[config.mk]
export PLATFORM = sky130hd
export DESIGN_NAME = propagater_arbiter_flat
export DESIGN_NICKNAME = d
export VERILOG_FILES = /design/src/rtl/propagater_arbiter_if.sv /design/src/rtl/propagater_arbiter.sv /design/src/flat_wrapper.sv
export SDC_FILE = /design/constraint.sdc
export NUM_CORES = 1
export LEC_CHECK = 0
export ABC_CLOCK_PERIOD_IN_PS = 2900
export BUFFER_PORTS_ARGS = -buffer_cell sky130_fd_sc_hd__buf_2
export CORE_MARGIN = 2
export CORE_UTILIZATION = 46
export DETAILED_ROUTE_END_ITERATION = 16
export GPL_TIMING_DRIVEN = 0
export PLACE_DENSITY = 0.8
export SLEW_MARGIN = 20
export SYNTH_ARGS = -nofsm -noshare
export SYNTH_HDL_FRONTEND = slang
export SYNTH_SLANG_ARGS = --single-unit
[constraint.sdc]
create_clock -name clk -period 2.9 [get_ports clk]
set_input_delay 0 -clock clk [delete_from_list [all_inputs] [get_ports clk]]
set_output_delay 0 -clock clk [all_outputs]
set_load 0.01 [all_outputs]
[src/rtl/propagater_arbiter_if.sv]
// Handshake bundle between the arbiter (master) and the shared propagater (slave).
interface propagater_arbiter_if #(
    parameter int unsigned INFO_W = 14,
    parameter int unsigned DIV_W  = 13
);
    logic [INFO_W-1:0] prop_info;
    logic [DIV_W-1:0]  prop_divisor;
    logic              prop_valid;
    logic [INFO_W-1:0] prop_avg;
    logic              prop_ready;

    modport master (
        output prop_info,
        output prop_divisor,
        output prop_valid,
        input  prop_avg,
        input  prop_ready
    );

    modport slave (
        input  prop_info,
        input  prop_divisor,
        input  prop_valid,
        output prop_avg,
        output prop_ready
    );
endinterface

[src/rtl/propagater_arbiter.sv]
// Round-robin arbiter sharing one propagater averaging unit among N_REQ requesters,
// with divide-by-zero screening and an ISSUE timeout.
module propagater_arbiter #(
    parameter int unsigned N_REQ   = 4,
    parameter int unsigned INFO_W  = 14,
    parameter int unsigned DIV_W   = 13,
    parameter int unsigned TIMEOUT = 64
) (
    input  logic                    clk,
    input  logic                    reset,
    input  logic [N_REQ-1:0]        req,
    input  logic [N_REQ*INFO_W-1:0] req_info,
    input  logic [N_REQ*DIV_W-1:0]  req_divisor,
    output logic [N_REQ-1:0]        grant,
    output logic [N_REQ-1:0]        done,
    output logic [INFO_W-1:0]       result,
    output logic                    err,
    output logic                    busy,
    propagater_arbiter_if.master    prop
);
    localparam int unsigned IDX_W = $clog2(N_REQ);
    localparam int unsigned CNT_W = $clog2(TIMEOUT);

    typedef enum logic [1:0] {
        S_IDLE,
        S_ISSUE,
        S_DONE,
        S_GAP
    } state_t;

    state_t            state_q, state_d;
    logic [N_REQ-1:0]  grant_q, grant_d;
    logic [N_REQ-1:0]  done_q, done_d;
    logic [INFO_W-1:0] result_q, result_d;
    logic              err_q, err_d;
    logic              busy_q, busy_d;
    logic [INFO_W-1:0] info_q, info_d;
    logic [DIV_W-1:0]  div_q, div_d;
    logic              valid_q, valid_d;
    logic [IDX_W-1:0]  rr_q, rr_d;
    logic [CNT_W-1:0]  cnt_q, cnt_d;
    logic              zdiv_q, zdiv_d;

    logic [INFO_W-1:0] info_arr [N_REQ];
    logic [DIV_W-1:0]  div_arr  [N_REQ];
    logic              pick_found;
    logic [IDX_W-1:0]  pick_idx;
    logic [IDX_W-1:0]  cand;
    logic [N_REQ-1:0]  pick_oh;

    for (genvar g = 0; g < N_REQ; g++) begin : g_unpack
        assign info_arr[g] = req_info[g*INFO_W +: INFO_W];
        assign div_arr[g]  = req_divisor[g*DIV_W +: DIV_W];
    end

    // First pending requester strictly after rr_q, wrapping around.
    always_comb begin
        pick_found = 1'b0;
        pick_idx   = '0;
        cand       = '0;
        for (int unsigned off = 1; off <= N_REQ; off++) begin
            cand = IDX_W'((32'(rr_q) + off) % N_REQ);
            if (!pick_found && req[cand]) begin
                pick_found = 1'b1;
                pick_idx   = cand;
            end
        end
        pick_oh           = '0;
        pick_oh[pick_idx] = 1'b1;
    end

    always_comb begin
        state_d  = state_q;
        grant_d  = grant_q;
        done_d   = '0;
        result_d = result_q;
        err_d    = err_q;
        info_d   = info_q;
        div_d    = div_q;
        valid_d  = valid_q;
        rr_d     = rr_q;
        cnt_d    = cnt_q;
        zdiv_d   = zdiv_q;

        unique case (state_q)
            S_IDLE: begin
                if (pick_found) begin
                    info_d  = info_arr[pick_idx];
                    div_d   = div_arr[pick_idx];
                    grant_d = pick_oh;
                    rr_d    = pick_idx;
                    cnt_d   = '0;
                    // A zero divisor still passes through ISSUE with valid low,
                    // which places its done pulse two cycles after acceptance.
                    zdiv_d  = (div_arr[pick_idx] == '0);
                    valid_d = (div_arr[pick_idx] != '0);
                    state_d = S_ISSUE;
                end
            end
            S_ISSUE: begin
                cnt_d = cnt_q + 1'b1;
                if (zdiv_q || prop.prop_ready || cnt_q == CNT_W'(TIMEOUT - 1)) begin
                    valid_d = 1'b0;
                    done_d  = grant_q;
                    state_d = S_DONE;
                    if (!zdiv_q && prop.prop_ready) begin
                        result_d = prop.prop_avg;
                        err_d    = 1'b0;
                    end else begin
                        result_d = '0;
                        err_d    = 1'b1;
                    end
                end
            end
            S_DONE: begin
                grant_d = '0;
                state_d = S_GAP;
            end
            S_GAP: begin
                state_d = S_IDLE;
            end
            default: begin
                state_d = S_IDLE;
            end
        endcase

        busy_d = (state_d != S_IDLE);
    end

    always_ff @(posedge clk or posedge reset) begin
        if (reset) begin
            state_q  <= S_IDLE;
            grant_q  <= '0;
            done_q   <= '0;
            result_q <= '0;
            err_q    <= 1'b0;
            busy_q   <= 1'b0;
            info_q   <= '0;
            div_q    <= '0;
            valid_q  <= 1'b0;
            rr_q     <= IDX_W'(N_REQ - 1);
            cnt_q    <= '0;
            zdiv_q   <= 1'b0;
        end else begin
            state_q  <= state_d;
            grant_q  <= grant_d;
            done_q   <= done_d;
            result_q <= result_d;
            err_q    <= err_d;
            busy_q   <= busy_d;
            info_q   <= info_d;
            div_q    <= div_d;
            valid_q  <= valid_d;
            rr_q     <= rr_d;
            cnt_q    <= cnt_d;
            zdiv_q   <= zdiv_d;
        end
    end

    assign grant             = grant_q;
    assign done              = done_q;
    assign result            = result_q;
    assign err               = err_q;
    assign busy              = busy_q;
    assign prop.prop_info    = info_q;
    assign prop.prop_divisor = div_q;
    assign prop.prop_valid   = valid_q;
endmodule

[src/flat_wrapper.sv]
// flat-port wrapper written by rule: the top's interface ports become plain ports
module propagater_arbiter_flat 
#(
    parameter int unsigned N_REQ   = 4,
    parameter int unsigned INFO_W  = 14,
    parameter int unsigned DIV_W   = 13,
    parameter int unsigned TIMEOUT = 64
)
  (clk, reset, req, req_info, req_divisor, grant, done, result, err, busy, prop_prop_info, prop_prop_divisor, prop_prop_valid, prop_prop_avg, prop_prop_ready);
  propagater_arbiter_if #(.INFO_W(INFO_W), .DIV_W(DIV_W)) prop_i ();
  input  logic clk;
  input  logic reset;
  input  logic [N_REQ-1:0] req;
  input  logic [N_REQ*INFO_W-1:0] req_info;
  input  logic [N_REQ*DIV_W-1:0] req_divisor;
  output logic [N_REQ-1:0] grant;
  output logic [N_REQ-1:0] done;
  output logic [INFO_W-1:0] result;
  output logic err;
  output logic busy;
  output wire logic [$bits(prop_i.prop_info)-1:0] prop_prop_info;
  output wire logic [$bits(prop_i.prop_divisor)-1:0] prop_prop_divisor;
  output wire logic [$bits(prop_i.prop_valid)-1:0] prop_prop_valid;
  input wire logic [$bits(prop_i.prop_avg)-1:0] prop_prop_avg;
  input wire logic [$bits(prop_i.prop_ready)-1:0] prop_prop_ready;
  assign prop_prop_info = prop_i.prop_info;
  assign prop_prop_divisor = prop_i.prop_divisor;
  assign prop_prop_valid = prop_i.prop_valid;
  assign prop_i.prop_avg = prop_prop_avg;
  assign prop_i.prop_ready = prop_prop_ready;
  propagater_arbiter #(.N_REQ(N_REQ), .INFO_W(INFO_W), .DIV_W(DIV_W), .TIMEOUT(TIMEOUT)) u_core (.clk(clk), .reset(reset), .req(req), .req_info(req_info), .req_divisor(req_divisor), .grant(grant), .done(done), .result(result), .err(err), .busy(busy), .prop(prop_i));
endmodule
* Word level (Yosys, flattened, before mapping)
Cells that the tools add are included.
Word-level totals: register bits after elaboration 63, input bits 129, output and inout port bits 52, word-level logic and storage cells 91
Operators by class: add/sub/neg operators 5, $lt $le $gt $ge 7, equality and inequality tests 6, mux-type cells 38, bitwise operators 1, reduce and logical (&&, ||, !) cells 22
Operators with widths (count):
- two-way mux 14 bit | 3
- binary-select mux 14 bit (select 2 bit) | 1
- binary-select mux 13 bit (select 2 bit) | 1
- two-way mux 13 bit | 2
- less-than comparator 2 x 3 -> 1 bit, second input constant | 5
- zero test 13 bit | 1
- nonzero test 13 bit | 1
- two-way mux 1 bit | 12
- two-way mux 2 bit | 6
- two-way mux 4 bit | 3
- case mux 6 bit (2 select lines) | 1
- binary-select mux 1 bit (select 2 bit) | 4
- case mux 2 bit (4 select lines) | 1
- case mux 4 bit (2 select lines) | 1
- AND reduction 2 bit | 4
- adder 6 x 1 -> 6 bit, second input constant | 1
- == test 6 bit, second input constant | 1
- two-way mux 6 bit | 1
- nonzero test 2 bit | 3
- logical AND 1 bit | 5
- adder 2 x 1 -> 2 bit, second input constant | 2
- adder 2 bit, second input constant | 2
- == test 2 bit, second input constant | 2
- zero test 1 bit | 4
- other kinds (10) | 12

* Depth between registers and ports, before layout
Gate-level depths: netlist of the first run.
depth in word-level cells 20, depth in mapped cells 10, gate-level depth less buffers 7

* Worst setup path after synthesis of the first run
OpenSTA, ideal clock, no wires.
path type register -> register, from reg u_core.rr_q[1], to reg u_core.valid_q, in the netlist u_core.prop.prop_valid, setup time 145 ps, data arrival time 1902 ps, required time 2755 ps, setup slack 853 ps, cell stages (with the launch flop) 10, buffers on the path 2, clock period less this slack 2047 ps, cells stage by stage dfstp_2 -> buf_4 -> mux2i_1 -> o22ai_2 -> buf_2 -> a311o_1 -> o32ai_1 -> nand2_1 -> nor3_1 -> a41oi_1
On the way: word-level cells in the longest chain between the ends 20, elaborated cells between the ends (all ways) 35, those cells by class add/sub (4); eq/ne (1); mux (21); bitwise (1); reduce/logical (8)
Ends and longest elaborated chain:
- start: declaration | RTL line propagater_arbiter.sv:40 | logic [IDX_W-1:0] rr_q, rr_d;
- start signal: assignment | RTL line propagater_arbiter.sv:141 | rr_q <= IDX_W'(N_REQ - 1);
- start signal: assignment | RTL line propagater_arbiter.sv:154 | rr_q <= rr_d;
- adder 2 x 1 -> 2 bit | RTL line propagater_arbiter.sv:62 | cand = IDX_W'((32'(rr_q) + off) % N_REQ);
- binary-select mux 1 bit (select 2 bit) | RTL line propagater_arbiter.sv:63 | if (!pick_found && req[cand]) begin
- two-way mux 1 bit (not written as such) | RTL line propagater_arbiter.sv:63
- two-way mux 1 bit | RTL line propagater_arbiter.sv:63
- zero test 1 bit | RTL line propagater_arbiter.sv:63
- logical AND 1 bit | RTL line propagater_arbiter.sv:63
- two-way mux 1 bit | RTL line propagater_arbiter.sv:63
- zero test 1 bit | RTL line propagater_arbiter.sv:63
- [3 not listed]
- logical AND 1 bit | RTL line propagater_arbiter.sv:63
- two-way mux 2 bit | RTL line propagater_arbiter.sv:63
- inverter 2 -> 3 bit (not written as such) | RTL line propagater_arbiter.sv:96 | valid_d = (div_arr[pick_idx] != '0);
- binary-select mux 13 bit (select 2 bit) | RTL line propagater_arbiter.sv:96
- two-way mux 13 bit (not written as such) (2 in a row) | RTL line propagater_arbiter.sv:96
- nonzero test 13 bit | RTL line propagater_arbiter.sv:96
- two-way mux 1 bit | RTL line propagater_arbiter.sv:87 | if (pick_found) begin
- case mux 1 bit (2 select lines) | RTL line propagater_arbiter.sv:85 | unique case (state_q)
- end signal: assignment | RTL line propagater_arbiter.sv:153 | valid_q <= valid_d;
- end: declaration | RTL line propagater_arbiter.sv:39 | logic valid_q, valid_d;
Several ways; a longest one is shown, not always the timed one. The select of a mux whose other input is x is not followed. A chain may end at the register's enable or synchronous reset.

* Final worst setup path of the first run
from reg u_core.rr_q[1], to reg u_core.info_q[7], in the netlist u_core.prop.prop_info[7]
On the way: word-level cells in the longest chain between the ends 17, elaborated cells between the ends (all ways) 31, those cells by class add/sub (4); mux (19); bitwise (1); reduce/logical (7)
Ends and longest elaborated chain:
- adder 2 x 1 -> 2 bit | RTL line propagater_arbiter.sv:62
- binary-select mux 1 bit (select 2 bit) | RTL line propagater_arbiter.sv:63
- two-way mux 1 bit (not written as such) | RTL line propagater_arbiter.sv:63
- two-way mux 1 bit | RTL line propagater_arbiter.sv:63
- zero test 1 bit | RTL line propagater_arbiter.sv:63
- logical AND 1 bit | RTL line propagater_arbiter.sv:63
- two-way mux 1 bit | RTL line propagater_arbiter.sv:63
- zero test 1 bit | RTL line propagater_arbiter.sv:63
- logical AND 1 bit | RTL line propagater_arbiter.sv:63
- two-way mux 1 bit | RTL line propagater_arbiter.sv:63
- zero test 1 bit | RTL line propagater_arbiter.sv:63
- logical AND 1 bit | RTL line propagater_arbiter.sv:63
- two-way mux 2 bit | RTL line propagater_arbiter.sv:63
- inverter 2 -> 3 bit (not written as such) | RTL line propagater_arbiter.sv:88 | info_d = info_arr[pick_idx];
- binary-select mux 14 bit (select 2 bit) | RTL line propagater_arbiter.sv:88
- two-way mux 14 bit (not written as such) (2 in a row) | RTL line propagater_arbiter.sv:88
- end signal: assignment | RTL line propagater_arbiter.sv:151 | info_q <= info_d;
- end: declaration | RTL line propagater_arbiter.sv:37 | logic [INFO_W-1:0] info_q, info_d;
Several ways; a longest one is shown, not always the timed one. The select of a mux whose other input is x is not followed.

==> flow_summary.json, run 1 <==
{
  "clk_transition_reported_paths_ns": 0.07,
  "multi_input_area_um2": 1750,
  "critical_path_class": "reg -> reg",
  "syn2layout_area_growth_pct": 44.8,
  "rows": 31,
  "ys_ff_latch": 63,
  "synthCells": 390,
  "clock_power_share_pct": 18.9,
  "vdd_ir_drop_max_uv": 589,
  "worstSkewPairLatency_ns": 0.34,
  "routedWlPerCell_um": 16.2,
  "yosysUniqueCellTypes": 52,
  "critPathLaunchType": "flip-flop",
  "p_switching_uw": 2060,
  "die_area_um2": 8320,
  "synth-edff-count": 0,
  "utilization_pct": 69.5,
  "tightest_slew_ns": 0.787,
  "h-tree-depth": 3,
  "cts_max_path_buffers": 2,
  "grt_pass1_vias": 3949,
  "p_leak_uw": 0.00253,
  "start_util_pct": 48.0,
  "antenna_cells": 0,
  "fillers": 628,
  "cts.sinks": 63,
  "ff2ff_setup_slack_ns": 0.19,
  "slew_viol_final": 0,
  "relSlewSlack_pct": 47.5,
  "cts_setup_buffers": 0,
  "final_cell_mix": "buf_2 (187), nand2_1 (89), dfrtp_1 (61), o21ai_0 (40), dlygate4sd3_1 (25)",
  "place.gp.congestion": 0.853,
  "ant_nets": 0,
  "synth_warnings": 0,
  "p_per_area_nw_per_um2": 976,
  "ys_dominant_reg_cell": "dfrtp_1",
  "hold_violations": 0,
  "die_x_um": 91.2,
  "antenna_found_initial": 0,
  "intPower_uw": 2880,
  "hpwlAfterDp_um": 8410,
  "drtPass1Iterations": 5,
  "layout_commonest_cell": "buf_2",
  "syn_area_um2": 3500,
  "hp-class": "in -> reg",
  "finClkSkew_ns": 0.00810,
  "end_kind": "flip-flop",
  "setup_tns_ns": 0,
  "min_period_over_period_pct": 93.5,
  "comb_power_share_pct": 50.8,
  "syn_avg_cell_area_um2": 8.97,
  "syn_nets": 520,
  "grt_pass1_wl_um": 18600,
  "synthArstFlopShare_pct": 100,
  "outcome": "complete, no violations",
  "ff_latch_area_um2": 1580,
  "fmax_ghz": 0.369,
  "min_period_ns": 2.71,
  "num_vias": 3916,
  "switching_share_pct": 41.7,
  "io_buffers": 179,
  "place_inst": 669,
  "rsz0062_at_grt": "false",
  "core_area_um2": 7290,
  "drt-total-wl_um": 11500,
  "root_buffer": "clkbuf_8",
  "cts_buffers": 9,
  "worstPathArrival_ns": 2.91,
  "first_iter_violations": 183,
  "drive_gt1_share_pct": 37.0,
  "via_per_inst": 5.52,
  "maxCapViolations": 0,
  "die-height_um": 91.2,
  "layout.nets": 736,
  "ys_seq_area_share_pct": 45.1,
  "setup_violations": 0,
  "ios": 181,
  "track_usage_pct": 27.9,
  "drc": 0,
  "grt_start_max_net_pins": 47,
  "cts_tree": "done",
  "seqPwrFrac_pct": 30.4,
  "overflow": 0,
  "worstPathRequired_ns": 3.10,
  "final_cells": 710,
  "crit_path_max_fanout": 10
}
==> worst max-delay path, stage by stage (launching register included) <==
cell,delay (ns)
dfstp_2,0.52
buf_4,0.14
and2_4,0.15
o22a_4,0.15
buf_2,0.24
nand2_4,0.16
clkbuf_4,0.22
nand2_1,0.08
a21oi_1,0.06
a221oi_1,0.20
dlygate4sd3_1,0.58
o21ai_0,0.07
==> cells in the mapped netlist, drive strengths merged, types with 3 or more instances <==
library cell	n	area, um2
buf	15	95.1
clkbuf	13	48.8
nand3	15	75.1
a21boi	20	150
nand2b	3	18.8
nand4	3	18.8
a32o	3	30.0
a21oi	13	76.3
o21ai	40	200
a221oi	9	78.8
and3	11	68.8
inv	9	33.8
a22o	16	140
and2	3	21.3
dfrtp	61	1530
nor2	16	65.1
a311o	10	100
o32ai	11	119
nand2	90	340
==> repair_timing <==
item                                   in CTS  in global routing
endpoints found under the hold margin      81                  0
setup endpoints to repair                   0                  2
resized for setup                           0                  5
hold buffers                               25                  0
==> power groups by stage <==
stage / logic [uW] / clock network (uW) / registers, uW
floorplan: 1400 / 0 / 1630
global placement: 2360 / 0 / 1490
detailed placement: 2440 / 0 / 1500
CTS: 2480 / 956 / 1490
global route: 2780 / 991 / 1540
finish: 2510 / 933 / 1500
==> path summary, 6_finish.rpt <==
path                                              from                          end  cells past startpoint
max reg2reg                             u_core.rr_q[1]     u_core.prop.prop_info[7]                     11
min                                       req_info[11]    u_core.prop.prop_info[11]                      3
min reg2reg                u_core.prop.prop_divisor[1]  u_core.prop.prop_divisor[1]                      2
min in group asynchronous                        reset            u_core.result[12]                      3
max                                     u_core.rr_q[1]     u_core.prop.prop_info[7]                     11
max in group asynchronous                        reset               u_core.rr_q[1]                      4
==> through the flow <==
step	cell area, um2	worst slack, ns	power, uW	hold slack, ns
after floorplan	3500	0.853	3030	0.133
after global placement	4520	0.487	3850	0.216
after detailed placement	4550	0.427	3930	-0.0439
after CTS	5050	0.121	4930	0.000798
after global routing	5070	0.0642	5310	0.0440
final	5070	0.189	4940	0.00986
==> layer usage <==
metal / part of all wire (%) / wire, um / up-vias / track usage (%)
met4: 2.9 / 329 / 0 / 13.0
met1: 41 / 4770 / 1847 / 34.5
li1: - / - / 1857 / -
met5: 0 / 0 / - / 0
met3: 7.1 / 815 / 24 / 5.15
met2: 49 / 5620 / 188 / 47.3
==> logic make-up (layout without fill, tap and decap cells) <==
| group | after synthesis | count (layout) | synth area share, % |
|---|---|---|---|
| and+or+nand+nor | 150 | 150 | 19.5 |
| AOI/OAI and AO/OA | 137 | 137 | 29.6 |
| DFF | 63 | 63 | 45.1 |
| buffers and inverters | 38 | 259 | 5.18 |
| adders and majority gates | 1 | 1 | 0.357 |
| muxes | 1 | 1 | 0.286 |
==> state kept, by name (all words and copies together), names as in the netlist <==
name                      cells
u_core.cnt_q                  6
u_core.state_q                2
u_core.prop.prop_divisor     13
u_core.done                   4
u_core.prop.prop_info        14
u_core.err                    1
u_core.grant                  4
u_core.rr_q                   2
u_core.result                14
u_core.busy                   1
u_core.prop.prop_valid        1
u_core.zdiv_q                 1
==> area by class of cell <==
cell class | instances | share of cell area [%]
Clock inverter | 5 | 2.07
Tap cell | 99 | 2.45
Multi-Input combinational cell | 289 | 34.6
Clock buffer | 11 | 2.79
Buffer | 28 | 2.94
Timing Repair Buffer | 205 | 23.2
Inverter | 10 | 0.790
Sequential cell | 63 | 31.2
No activity file was read; power rests on OpenSTA's default activity.
==> run 2, diff against run 1 <==
--- a/config.mk
+++ b/config.mk
@@ -8,10 +8,13 @@
 export ABC_CLOCK_PERIOD_IN_PS = 2900
 export BUFFER_PORTS_ARGS = -buffer_cell sky130_fd_sc_hd__buf_2
 export CORE_MARGIN = 2
-export CORE_UTILIZATION = 46
+export CORE_UTILIZATION = 47
+export CTS_BUF_LIST = sky130_fd_sc_hd__clkbuf_8
+export CTS_CLUSTER_DIAMETER = 80
 export DETAILED_ROUTE_END_ITERATION = 16
 export GPL_TIMING_DRIVEN = 0
-export PLACE_DENSITY = 0.8
+export PLACE_DENSITY = 0.82
+export REMOVE_ABC_BUFFERS = 1
 export SLEW_MARGIN = 20
 export SYNTH_ARGS = -nofsm -noshare
 export SYNTH_HDL_FRONTEND = slang
==> run 2 against run 1 <==
Sequential power is essentially flat. Flip-flop and latch count did not move. Critical endpoint is now u_core.prop.prop_valid. Fmax rose by 1.9%. Critical path depth decreased by 4. Die area down 2.0%. Routed wire length shrank 5.8%. Clock power shrank 30%. Global-route usage down 1.4 points. Clock-buffer cell count decreased by 2. Design area is 2.0% lower. Non-clock buffer count shrank 20.
==> flow_summary.json, run 2 (synthesis results as in run 1) <==
{
  "outcome": "complete, no violations",
  "timing.rr.start": "u_core.rr_q[1]",
  "ios": 181,
  "start_util_pct": 48.5,
  "crit_path_max_fanout": 27,
  "via_per_inst": 5.51,
  "drt-total-wl_um": 10900,
  "root_buffer": "clkbuf_8",
  "p_per_area_nw_per_um2": 915,
  "rsz0062_at_grt": "false",
  "hpwlAfterDp_um": 7300,
  "placed_area_um2": 4480,
  "antenna_cells": 0,
  "hp-class": "in -> reg",
  "cts.sinks": 63,
  "fmax_ghz": 0.376,
  "final_cells": 690,
  "finalInstanceArea_um2": 4960,
  "critPathLaunch": "u_core.rr_q[1]",
  "die_x_um": 90.3,
  "syn2layout_area_growth_pct": 41.8,
  "end_kind": "flip-flop",
  "tightest_slew_ns": 0.805,
  "drc": 0,
  "layout_commonest_cell": "buf_2",
  "die_area_um2": 8150,
  "setup_violations": 0,
  "ant_nets": 0,
  "vdd_ir_drop_max_uv": 398,
  "place_inst": 645,
  "p_leak_uw": 0.00247,
  "layout.nets": 717,
  "cts_buffers": 9,
  "grt_pass1_vias": 3666,
  "critPathLaunchType": "flip-flop",
  "die-height_um": 90.3,
  "hold_depth": 3,
  "maxCapViolations": 0,
  "slew_viol_final": 0,
  "hold_violations": 0,
  "io_buffers": 180,
  "drtPass1Iterations": 5,
  "core_area_um2": 7210,
  "grt_start_max_net_pins": 61,
  "min_period_ns": 2.66,
  "worstPathArrival_ns": 2.85,
  "antenna_found_initial": 0,
  "hp-start": "req_info[6]",
  "ff2ff_setup_slack_ns": 0.24,
  "overflow": 0,
  "grt_pass1_wl_um": 17400,
  "h-tree-depth": 3,
  "final_cell_mix": "buf_2 (180), nand2_1 (89), dfrtp_1 (61), o21ai_0 (39), dlygate4sd3_1 (29)",
  "track_usage_pct": 26.6,
  "finClkSkew_ns": 0.00888,
  "drive_gt1_share_pct": 37.2,
  "relSlewSlack_pct": 45.9,
  "min_period_over_period_pct": 91.7,
  "critical_path_class": "reg -> reg",
  "clk_transition_reported_paths_ns": 0.06,
  "worstSkewPairLatency_ns": 0.34,
  "r2r.worst_path.cells": 7,
  "cts_max_path_buffers": 2,
  "rows": 31,
  "place.gp.congestion": 0.837,
  "worstPathRequired_ns": 3.09,
  "routedWlPerCell_um": 15.7,
  "first_iter_violations": 168,
  "cts_tree": "done",
  "num_vias": 3804
}
run 2: cell types whose count changed in the layout (fill, tap and decap cells not counted), moves of 2 or more:
cell	delta
clkinv_2	+3
bufinv_16	-3
buf_2	-7
clkbuf_4	-2
clkbuf_1	-14
buf_6	-2
dlygate4sd3_1	+4
run 2: worst max-delay path: stages, from the launching register on:
cell     delay, ns
dfstp_2       0.61
mux2i_1       0.16
o22ai_4       0.42
nor2_4        0.25
o32ai_1       0.53
nand2_1       0.15
nor3_1        0.24
a41oi_1       0.15
run 2: timing repair:
item                                   4_1_cts  5_1_grt
buffers inserted                             0        0
endpoints found under the hold margin       82        0
hold buffers                                29        0
setup endpoints to repair                    0        2
gates resized for setup                      0        1
run 2: layer usage:
layer	vias to the layer above	GRT usage (%)	part of all wire (%)
met5	-	0	0
met4	0	10.9	2.3
met3	23	6.34	6.5
met2	162	46.2	52
met1	1802	31.7	40
li1	1817	-	-
run 2: area by class of cell:
cell class | instances | area, um2
Sequential cell | 63 | 1580
Fill cell | 553 | 2250
Tap cell | 99 | 124
Clock buffer | 9 | 124
Timing Repair Buffer | 213 | 1260
Clock inverter | 6 | 38.8
Inverter | 10 | 40.0
Multi-Input combinational cell | 290 | 1790
run 2: path summary, 6_finish.rpt:
path                                           endpoint
setup / recovery                 u_core.prop.prop_valid
hold / removal                 u_core.prop.prop_info[6]
setup reg to reg                 u_core.prop.prop_valid
hold reg to reg               u_core.prop.prop_info[13]
max in group asynchronous                u_core.rr_q[1]
min in group asynchronous  u_core.prop.prop_divisor[10]
run 2: report_power, final:
group	internal [uW]	switching (uW)
clock network	301	348
logic	984	1420
registers	1270	220
total	2550	1990
run 2: metrics by stage:
| step | hold WS (ns) | setup TNS [ns] | utilization (%) | power (uW) | setup WS [ns] |
|---|---|---|---|---|---|
| 3_5_place_dp | -0.120 | 0 | 62.1 | 3830 | 0.0915 |
| 3_3_place_gp | 0.230 | -1.20 | 60.7 | 3650 | -0.164 |
| 5_1_grt | 0.0305 | 0 | 68.8 | 4890 | 0.0938 |
| 6_report | 0.00724 | 0 | 68.8 | 4540 | 0.241 |
| 4_1_cts | 0.0123 | 0 | 68.4 | 4510 | 0.0767 |
| 2_1_floorplan | 0.133 | 0 | - | 2920 | 0.449 |
==> run 3, diff against run 2 <==
--- a/config.mk
+++ b/config.mk
@@ -13,6 +13,7 @@
 export CTS_CLUSTER_DIAMETER = 80
 export DETAILED_ROUTE_END_ITERATION = 16
 export GPL_TIMING_DRIVEN = 0
+export HOLD_SLACK_MARGIN = 0.12
 export PLACE_DENSITY = 0.82
 export REMOVE_ABC_BUFFERS = 1
 export SLEW_MARGIN = 20
==> run 3 against run 2 <==
Clock-buffer cell count did not move. Via count is 5.7% higher. Register-to-register slack worse by 0.08 ns. Final cell count rose by 5.1%. Total power up 3.3%. Fmax fell by 2.9%. Worst hold slack better by 0.11 ns. Die area stayed put. Design area rose by 6.8%. Routed wire length grew 10%. Sequential share of layout area shrank 2.0 points. Clock skew grew 0.0015 ns.
==> flow_summary.json, run 3 (synthesis results as in run 1) <==
{
  "via_per_inst": 5.54,
  "hpwlAfterDp_um": 7300,
  "final_cells": 725,
  "crit_chain": "mux2i_1, o22ai_4, nor4_4, a221oi_1, clkinv_1, dlygate4sd3_1, o22a_1",
  "worstPathArrival_ns": 3.02,
  "die_area_um2": 8150,
  "min_period_over_period_pct": 94.4,
  "worstSetupPathDepth": 7,
  "comb_power_share_pct": 54.3,
  "crit_path_max_incr_delay_ns": 0.61,
  "drc": 0,
  "end_kind": "flip-flop",
  "outcome": "complete, no violations",
  "antenna_found_initial": 0,
  "io_buffers": 180,
  "rows": 31,
  "fmax_ghz": 0.365,
  "vdd_ir_drop_max_uv": 405,
  "cpMaxStageDelayCell": "dfstp_2",
  "critPathLaunch": "u_core.rr_q[1]",
  "critPathLaunchType": "flip-flop",
  "p_switching_uw": 2050,
  "setup_violations": 0,
  "die_x_um": 90.3,
  "drive_gt1_share_pct": 35.4,
  "cp-endpoint": "u_core.prop.prop_divisor[12]",
  "dr_wl_met3_um": 758,
  "switching_share_pct": 43.6,
  "layout.nets": 751,
  "grt_start_max_net_pins": 61,
  "cts.sinks": 63,
  "worstPathRequired_ns": 3.19,
  "critical_path_class": "reg -> reg",
  "dr.max_layer_used": "met4",
  "relSlewSlack_pct": 46.4,
  "overflow": 0,
  "p_leak_uw": 0.00260,
  "place.gp.congestion": 0.837,
  "ant_nets": 0,
  "wl_met2_um": 6030,
  "ios": 181,
  "first_iter_violations": 187,
  "drt-total-wl_um": 12000,
  "timing.rr.start": "u_core.rr_q[1]",
  "hold_violations": 0,
  "maxCapViolations": 0,
  "r2r.worst_path.cells": 7,
  "cts_buffers": 9,
  "clock_power_share_pct": 13.9,
  "num_vias": 4019,
  "drtPass1Iterations": 4,
  "root_buffer": "clkbuf_8",
  "crit_path_max_fanout": 14,
  "track_usage_pct": 28.9,
  "cts_setup_buffers": 0,
  "intPower_uw": 2640,
  "cts_max_path_buffers": 2,
  "met1_length_um": 4670,
  "worst-path-buf-inv": 2,
  "place_inst": 645,
  "start_util_pct": 48.5,
  "final_cell_mix": "buf_2 (180), nand2_1 (89), dlygate4sd3_1 (62), dfrtp_1 (61), o21ai_0 (39)",
  "seqPwrFrac_pct": 31.8,
  "grt_pass1_wl_um": 18800,
  "grt_pass1_vias": 3999,
  "finClkSkew_ns": 0.0104,
  "routedWlPerCell_um": 16.5,
  "worstSkewPairLatency_ns": 0.34,
  "min_period_ns": 2.74,
  "syn2layout_area_growth_pct": 51.5,
  "core_area_um2": 7210,
  "layout_commonest_cell": "buf_2",
  "slew_viol_final": 0,
  "utilization_pct": 73.5,
  "critical-path-top-delay-family": "buffers and inverters",
  "tightest_slew_ns": 0.798,
  "clk_transition_reported_paths_ns": 0.07,
  "h-tree-depth": 3,
  "cts_tree": "done",
  "p_per_area_nw_per_um2": 885,
  "timing.rr.end": "u_core.prop.prop_divisor[12]",
  "ff2ff_setup_slack_ns": 0.16,
  "die-height_um": 90.3,
  "hp-class": "in -> reg"
}
run 3: cell count changes in the layout (fill, tap and decap cells not counted):
cell           change
diode_2            +1
nor2_2             +1
dlygate4sd3_1     +33
run 3: per-layer routing:
layer | vias up | global-route usage [%]
met4 | 0 | 16.8
met5 | - | 0
met3 | 48 | 6.01
li1 | 1884 | -
met1 | 1885 | 33.2
met2 | 202 | 50.0
run 3: worst min path at each step:
stage | from | end | slack [ns] | cells past startpoint
floorplan | prop_prop_avg[0] | u_core.result[0] | 0.13 | 1
global placement | prop_prop_avg[1] | u_core.result[1] | 0.23 | 2
detailed placement | reset | u_core.prop.prop_divisor[1] | -0.12 | 2
CTS | req_info[17] | u_core.prop.prop_info[3] | 0.12 | 5
global route | req_divisor[47] | u_core.prop.prop_divisor[8] | 0.16 | 4
finish | req_info[42] | u_core.prop.prop_info[0] | 0.12 | 5
run 3: final cells by class:
class	instances	area, um2
inverters	10	40.0
repair buffers	246	1600
flip-flops and latches	63	1580
diodes	1	2.50
fillers	513	1910
clock buffers	9	124
clock inverters	6	38.8
multi-input cells	291	1800
well taps	99	124
run 3: per-stage QoR:
step	setup TNS (ns)	cell area, um2	worst slack [ns]	total power, uW	hold WS, ns
final	0	5300	0.163	4690	0.118
after global routing	-0.0124	5300	-0.0124	5030	0.157
after CTS	0	5270	0.0272	4620	0.120
after detailed placement	0	4480	0.0915	3830	-0.120
after global placement	-1.20	4380	-0.164	3650	0.230
after floorplan	0	3360	0.449	2920	0.133
run 3: worst reg2reg max path, delay by kind of cell (launching register included):
kind                   cells  cell delay, ns
AOI/OAI and AO/OA          3            0.51
muxes                      1            0.36
and+or+nand+nor            1            0.55
buffers and inverters      2            0.66
DFF                        1            0.61
run 3: power by group through the flow:
stage	registers, uW	logic [uW]	clock network, uW
final	1490	2550	651
after global placement	1480	2170	0
after CTS	1480	2480	657
after global routing	1540	2780	705
after detailed placement	1490	2340	0
after floorplan	1640	1280	0
run 3: timing repair:
item | 4_1_cts | 5_1_grt
endpoints found under the hold margin | 94 | 0
setup endpoints to repair | 0 | 7
hold buffers | 62 | 0
gates resized for setup | 0 | 1
